<file path="config.mk">
export PLATFORM = sky130hd
export DESIGN_NAME = bsh_pipe
export DESIGN_NICKNAME = d
export VERILOG_FILES = /design/src/rtl/bsh_pkg.sv /design/src/rtl/bsh_pipe_stage.sv /design/src/rtl/bsh_pipe.sv
export SDC_FILE = /design/constraint.sdc
export NUM_CORES = 1
export LEC_CHECK = 0
export BUFFER_PORTS_ARGS = -buffer_cell sky130_fd_sc_hd__buf_2
export CORE_MARGIN = 2
export CORE_UTILIZATION = 55
export CTS_BUF_LIST = sky130_fd_sc_hd__clkbuf_16
export CTS_CLUSTER_DIAMETER = 60
export DETAILED_ROUTE_END_ITERATION = 8
export GPL_TIMING_DRIVEN = 0
export HOLD_SLACK_MARGIN = 0.12
export PLACE_DENSITY_LB_ADDON = 0.12
export SYNTH_ARGS = -nofsm -noshare
export SYNTH_HDL_FRONTEND = slang
export SYNTH_SLANG_ARGS = --single-unit
</file>
<file path="constraint.sdc">
create_clock -name clk -period 1.6 [get_ports clk]
set_input_delay 0.32 -clock clk [delete_from_list [all_inputs] [get_ports clk]]
set_output_delay 0.32 -clock clk [all_outputs]
set_load 0.02 [all_outputs]
</file>
<file path="src/rtl/bsh_pkg.sv">
// bsh_pkg: shared mode and direction encodings for the pipelined barrel shifter
package bsh_pkg;
    localparam logic [1:0] BSH_LOGIC = 2'b00;
    localparam logic [1:0] BSH_ARITH = 2'b01;
    localparam logic [1:0] BSH_ROT   = 2'b10;
    localparam logic       BSH_LEFT  = 1'b0;
    localparam logic       BSH_RIGHT = 1'b1;
endpackage

</file>
<file path="src/rtl/bsh_pipe_stage.sv">
// bsh_pipe_stage: conditional shift by SHIFT bits followed by a stall-holding register
module bsh_pipe_stage import bsh_pkg::*; #(
    parameter int WIDTH = 32,
    parameter int SHIFT = 1,
    parameter int SIDEW = 1
) (
    input  logic             clk,
    input  logic             rst,
    input  logic             adv,
    input  logic             in_valid,
    input  logic             in_en,
    input  logic             in_dir,
    input  logic             in_fill,
    input  logic [1:0]       in_mode,
    input  logic [WIDTH-1:0] in_data,
    input  logic [SIDEW-1:0] in_side,
    output logic             out_valid,
    output logic [WIDTH-1:0] out_data,
    output logic [SIDEW-1:0] out_side
);
    logic rot, arith;
    logic [WIDTH-1:0] left, right, shifted;
    // Reserved mode 11 matches neither decode and so falls through to logical.
    always_comb begin
        rot     = in_mode == BSH_ROT;
        arith   = in_mode == BSH_ARITH;
        left    = (in_data << SHIFT) | (rot ? in_data >> (WIDTH - SHIFT) : '0);
        right   = (in_data >> SHIFT) | (rot ? in_data << (WIDTH - SHIFT)
                                      : arith ? {WIDTH{in_fill}} << (WIDTH - SHIFT) : '0);
        shifted = !in_en ? in_data : in_dir == BSH_RIGHT ? right : left;
    end
    always_ff @(posedge clk) begin
        if (rst) begin
            out_valid <= 1'b0;
            out_data  <= '0;
            out_side  <= '0;
        end else if (adv) begin
            out_valid <= in_valid;
            out_data  <= shifted;
            out_side  <= in_side;
        end
    end
endmodule

</file>
<file path="src/rtl/bsh_pipe.sv">
// bsh_pipe: pipelined log-shifter, one registered stage per shift-amount bit
module bsh_pipe import bsh_pkg::*; #(
    parameter int WIDTH = 32,
    parameter int SHW   = $clog2(WIDTH),
    parameter int TAGW  = 4
) (
    input  logic             clk,
    input  logic             rst,
    input  logic             in_valid,
    output logic             in_ready,
    input  logic [WIDTH-1:0] in_data,
    input  logic [SHW-1:0]   in_sh,
    input  logic             in_dir,
    input  logic [1:0]       in_mode,
    input  logic [TAGW-1:0]  in_tag,
    output logic             out_valid,
    input  logic             out_ready,
    output logic [WIDTH-1:0] out_data,
    output logic [TAGW-1:0]  out_tag
);
    // Side payload {fill, dir, mode, sh, tag}; fill is the operand's sign captured at issue.
    localparam int SW = TAGW + SHW + 4;
    logic             advance;
    logic             v    [SHW+1];
    logic [WIDTH-1:0] d    [SHW+1];
    logic [SW-1:0]    side [SHW+1];
    assign advance   = !out_valid || out_ready;
    assign in_ready  = advance;
    assign v[0]      = in_valid;
    assign d[0]      = in_data;
    assign side[0]   = {in_data[WIDTH-1], in_dir, in_mode, in_sh, in_tag};
    assign out_valid = v[SHW];
    assign out_data  = d[SHW];
    assign out_tag   = side[SHW][TAGW-1:0];
    for (genvar k = 0; k < SHW; k++) begin : g_stage
        bsh_pipe_stage #(.WIDTH(WIDTH), .SHIFT(1 << k), .SIDEW(SW)) u_stage (
            .clk      (clk),
            .rst      (rst),
            .adv      (advance),
            .in_valid (v[k]),
            .in_en    (side[k][TAGW+k]),
            .in_dir   (side[k][SW-2]),
            .in_fill  (side[k][SW-1]),
            .in_mode  (side[k][SW-3 -: 2]),
            .in_data  (d[k]),
            .in_side  (side[k]),
            .out_valid(v[k+1]),
            .out_data (d[k+1]),
            .out_side (side[k+1])
        );
    end
endmodule
</file>
Yosys cells after proc, flatten, opt, wreduce, memory -nomap -nowiden
Index checks and enable logic that the tools add are counted.
{ "word_totals": {"reg_bits": 221, "elab_cells": 62} }
{ "classes": {"n_eq_ne": 10, "muxes": 25, "bitwise": 10, "n_reduce_logical": 2} }
{ "ops": {"columns": ["operator", "count"], "rows": [
  ["2-to-1 mux 32 bit", 20],
  ["bitwise OR 32 bit", 5],
  ["bitwise OR 16 x 32 -> 32 bit", 1],
  ["bitwise OR 24 x 32 -> 32 bit", 1],
  ["bitwise OR 28 x 32 -> 32 bit", 1],
  ["bitwise OR 30 x 32 -> 32 bit", 1],
  ["bitwise OR 31 x 32 -> 32 bit", 1],
  ["2-to-1 mux 16 bit", 1],
  ["== test 2 x 1 -> 1 bit, second input constant", 5],
  ["== test 2 bit, second input constant", 5],
  ["2-to-1 mux 8 bit", 1],
  ["2-to-1 mux 4 bit", 1],
  ["2-to-1 mux 2 bit", 1],
  ["logical NOT 1 bit", 1],
  ["logical OR 1 bit", 1],
  ["2-to-1 mux 1 bit", 1]
]} }

Depth between registers and ports, before layout
{ "depth": {"ltp_word": 6, "mapped_depth": 7, "ltp_nobuf": 4} }

Hierarchy
A second synthesis with hierarchy kept.
{ "hier_totals": {"hier_cells": 1296, "area_unflattened_um2": 12090.3} }
{ "modules_own_cells": {"columns": ["mod", "n_inst", "cells_each", "area_each_um2", "seq_area_each_um2"], "rows": [
  ["bsh_pipe_stage at g_stage[2].u_stage", 1, 275, 2565.0, 920.9],
  ["bsh_pipe_stage at g_stage[1].u_stage", 1, 269, 2527.4, 920.9],
  ["bsh_pipe_stage at g_stage[0].u_stage", 1, 262, 2466.1, 920.9],
  ["bsh_pipe_stage at g_stage[3].u_stage", 1, 273, 2466.1, 920.9],
  ["bsh_pipe_stage at g_stage[4].u_stage", 1, 216, 2059.5, 920.9],
  ["bsh_pipe", 1, 1, 6.3, 0.0]
]} }

Worst setup path after synthesis
OpenSTA, ideal clock, no wires.
{ "synth_path": {"path_kind": "reg2reg", "startpoint": "register g_stage[4].u_stage.out_valid", "endpoint": "register g_stage[3].u_stage.out_data[15]", "t_arrival_ns": 1.295, "slack_ns": 0.166, "stages_incl_launch_ff": 7, "path_buffers": 3, "period_less_slack_ns": 1.434, "cell_sequence": "dfxtp_1 -> nor2b_1 -> buf_2 -> buf_4 -> clkbuf_1 -> a211o_1 -> a21oi_2"} }
{ "synth_between": {"elab_chain_cells": 2} }
{ "synth_rtl": {"columns": ["item", "line", "text"], "rows": [
  ["from (decl)", "bsh_pipe_stage.sv:17", "output logic out_valid,"],
  ["from (signal assigned)", "bsh_pipe_stage.sv:38", "out_valid <= in_valid;"],
  ["logical NOT 1 bit", "bsh_pipe.sv:27", "assign advance = !out_valid || out_ready;"],
  ["logical OR 1 bit", "bsh_pipe.sv:27", null],
  ["to (signal assigned)", "bsh_pipe_stage.sv:39", "out_data <= shifted;"],
  ["to (decl)", "bsh_pipe_stage.sv:18", "output logic [WIDTH-1:0] out_data,"]
]} }
No other way between the ends.
A chain may end at the register's enable or synchronous reset.

Worst setup path after layout
{ "layout_path": {"startpoint": "register g_stage[4].u_stage.out_valid", "endpoint": "output in_ready"} }
{ "layout_between": {"elab_chain_cells": 2} }
{ "layout_rtl": {"columns": ["item", "line", "text"], "rows": [
  ["logical NOT 1 bit", "bsh_pipe.sv:27", null],
  ["logical OR 1 bit", "bsh_pipe.sv:27", null],
  ["to (decl)", "bsh_pipe.sv:10", "output logic in_ready,"]
]} }
No other way between the ends.

==> results.json <==
{
  "holdWs_ns": 0.203,
  "leakagePower_nw": 5.05,
  "routed_wl_microns": 34200,
  "drive_above_1_share": 0.183,
  "avgRoutedWirePerCell_microns": 19.6,
  "grt_first_pass_wirelength_microns": 53900,
  "period_needed_ns": 1.81,
  "cts.sinks": 211,
  "cts.clk_slew.worst_paths_ns": 0.06,
  "async_flop_share": 0,
  "synth_cells": 1336,
  "ir_drop_mv": 0.760,
  "cp_max_fo": 2,
  "max_slew_margin": 0.414,
  "hp-class": "primary input to register",
  "pre_cts_ws_ns": -0.257,
  "hpwl_microns": 24800,
  "rsz0062_at_grt": "yes",
  "synth_area_leaders": "dfxtp_1 (38%), mux2i_1 (8.9%), nand2_1 (8.4%)",
  "grt_max_degree": 14,
  "num_io_pins": 86,
  "seq_area_frac_synth": 0.384,
  "fin_nets": 1508,
  "port_buffers": 82,
  "ys_types": 36,
  "ys.flop_type": "dfxtp_1",
  "cp_cell_sequence": "nor2b_4 > inv_4 > buf_6 > buf_12 > buf_8",
  "clk_latency_ns": 0.54,
  "start_util": 0.563,
  "max_cap_violations": 0,
  "utilization": 0.661,
  "finClkSkew_ns": 0.0138,
  "failed_checks": "setup timing",
  "end_kind": "output pin",
  "hold_viol_final": 0,
  "antenna_cells": 0,
  "dieHeight_microns": 145,
  "path_buf_inv": 4,
  "timing.rr.start": "g_stage[2].u_stage.out_side[11]",
  "grt_overflow": 0,
  "rows": 51,
  "syn_nets": 1384,
  "critPathTopFamily": "buffers and inverters",
  "slew_viol_final": 0,
  "fmax_ghz": 0.553,
  "fillers": 1695,
  "ctsRootBufferMaster": "clkbuf_16",
  "area_growth_pct": 17.4,
  "total_power_mw": 13.0,
  "synth_edf_count": 0,
  "cts_buffer_depth": 3,
  "dieArea_sq_um": 21100,
  "cp_slowest_cell": "dfxtp_2",
  "core_area_sq_um": 19500,
  "syn_area_per_cell_sq_um": 8.23,
  "netlist_area_sq_um": 11000,
  "cts_tree": "yes",
  "path_class": "register to output pin",
  "num_vias": 10500,
  "drc_errors": 0,
  "power_density_nw_per_um2": 1010,
  "synth_largest_type_area_fraction": 0.384,
  "via_per_inst": 6.01,
  "grt_pass1_vias": 9829,
  "setup_violations": 1,
  "yosysTopAreaCell": "dfxtp_1",
  "min_period_over_period": 1.13,
  "synth_warnings": 0,
  "cts_buffers": 25,
  "grt_util_all_layers": 0.315,
  "htreeDepth": 1,
  "required_ns": 1.28,
  "fp.dieW_microns": 145,
  "gp_congestion": 0.988,
  "drtPass1Iterations": 5,
  "status": "finished, violations left",
  "min_from": "in_data[21]",
  "slowest_delay_ns": 0.33,
  "synth-seq-cells": 211,
  "critPathLaunchType": "register",
  "critical_path_arrival_ns": 1.49,
  "setup_ws_ns": -0.207,
  "critPathLaunch": "g_stage[4].u_stage.out_valid",
  "ant_nets": 0,
  "worstMarginPinSlew_ns": 0.879,
  "drt_iter0_markers": 758,
  "antenna_found_initial": 1
}
-- cell families after synthesis --
| logic type | count (synthesis) | share of synthesized area |
|---|---|---|
| multiplexers | 98 | 0.0892 |
| buffers and inverters | 165 | 0.0843 |
| AO/OA/AOI/OAI | 416 | 0.266 |
| flip-flops | 211 | 0.384 |
| AND/OR/NAND/NOR | 446 | 0.176 |
-- layer usage --
layer  routed length [microns]  share of wire  global-route usage  up-vias
li1                          -              -                   -     4974
met1                     14900           0.44               0.427     4938
met2                     15400           0.45               0.498      474
met3                      2570          0.075              0.0574       93
met4                      1300          0.038               0.126        0
met5                         0              0                   0        -
-- worst reg2reg max path: stages (launching register included) --
cell,delay [ns]
dfxtp_2,0.39
buf_6,0.19
buf_6,0.16
inv_1,0.16
o31ai_1,0.41
a211oi_1,0.13
-- final timing paths --
kind	slack [ns]	end	depth (start not counted)
max	-0.21	in_ready	5
min	0.20	g_stage[0].u_stage.out_data[21]	4
max reg2reg	0.03	g_stage[3].u_stage.out_data[31]	5
min reg2reg	0.45	g_stage[4].u_stage.out_side[1]	2
-- what timing repair did --
action,4_1_cts,5_1_grt
pin swaps,2,2
gates cloned,0,1
endpoints found under the setup margin,141,135
hold buffers,12,0
buffers inserted,4,0
gates resized for setup,46,33
endpoints found under the hold margin,13,0
-- metrics by stage --
step / instances / area, sq um / TNS [ns]
global placement: 1683 / 11700 / -15.23
global route: 1744 / 12900 / -0.253
finish: 1744 / 12900 / -0.207
floorplan: 1336 / 11000 / 0
detailed placement: 1683 / 11700 / -18.99
CTS: 1745 / 12800 / -0.249
-- sequential cells by signal, indices dropped and copies added (netlist names) --
register / flops
g_stage.u_stage.out_side: 46
g_stage.u_stage.out_valid: 5
g_stage.u_stage.out_data: 160
-- cells in the mapped netlist (2+ instances only) --
cell type and instances:
nand4bb_1 15, o21a_1 8, and4b_1 2, buf_2 50
o2111ai_1 2, nor2b_1 8, o211ai_1 20, a211oi_1 8
buf_1 2, o31ai_1 8, buf_4 43, mux2i_1 98
o21ai_0 39, a311oi_1 17, a311o_1 15, a21oi_2 11
a41oi_1 6, a221oi_1 6, inv_1 2, a21oi_1 160
dfxtp_1 211, buf_6 9, nand2_1 245, nor2_1 140
nand3b_1 2, and3b_1 10, clkbuf_1 56, o21bai_1 6
a221oi_2 10, nand2b_1 23, inv_2 2, a211o_1 98
-- layout make-up --
| type | count | area (sq um) | share of cell area |
|---|---|---|---|
| flip-flops and latches | 211 | 4230 | 0.327 |
| plain buffers | 159 | 1060 | 0.0821 |
| clock buffers | 25 | 626 | 0.0484 |
| repair buffers | 99 | 603 | 0.0467 |
| clock inverters | 21 | 175 | 0.0136 |
| multi-input cells | 960 | 5870 | 0.455 |
| well taps | 265 | 332 | 0.0257 |
| inverters | 4 | 17.5 | 0.00136 |
-- power by group --
| group | internal (mW) | leakage (nW) | switching (mW) | total [mW] |
|---|---|---|---|---|
| Sequential | 5.55 | 1.74 | 0.352 | 5.90 |
| Clock | 3.20 | 0.393 | 2.33 | 5.54 |
| Combinational | 0.727 | 2.92 | 0.826 | 1.55 |
-- placed cells by master (no fill, tap or decap), types with 11 or more instances in the layout --
cell type / Yosys / final
mux2i_1: 98 / 98
buf_4: 43 / 53
a311o_1: 15 / 15
o21ai_0: 39 / 39
a211o_1: 98 / 97
clkbuf_16: 0 / 27
dfxtp_1: 211 / 207
o211ai_1: 20 / 20
clkbuf_1: 56 / 43
a21oi_1: 160 / 160
nand2_1: 245 / 245
nand2b_1: 23 / 23
a311oi_1: 17 / 17
nand4bb_1: 15 / 15
buf_2: 50 / 109
clkbuf_2: 0 / 11
dlygate4sd3_1: 0 / 12
nor2_1: 140 / 140
a21oi_2: 11 / 11
buf_6: 9 / 15
Power figures use the tool's default switching activity.
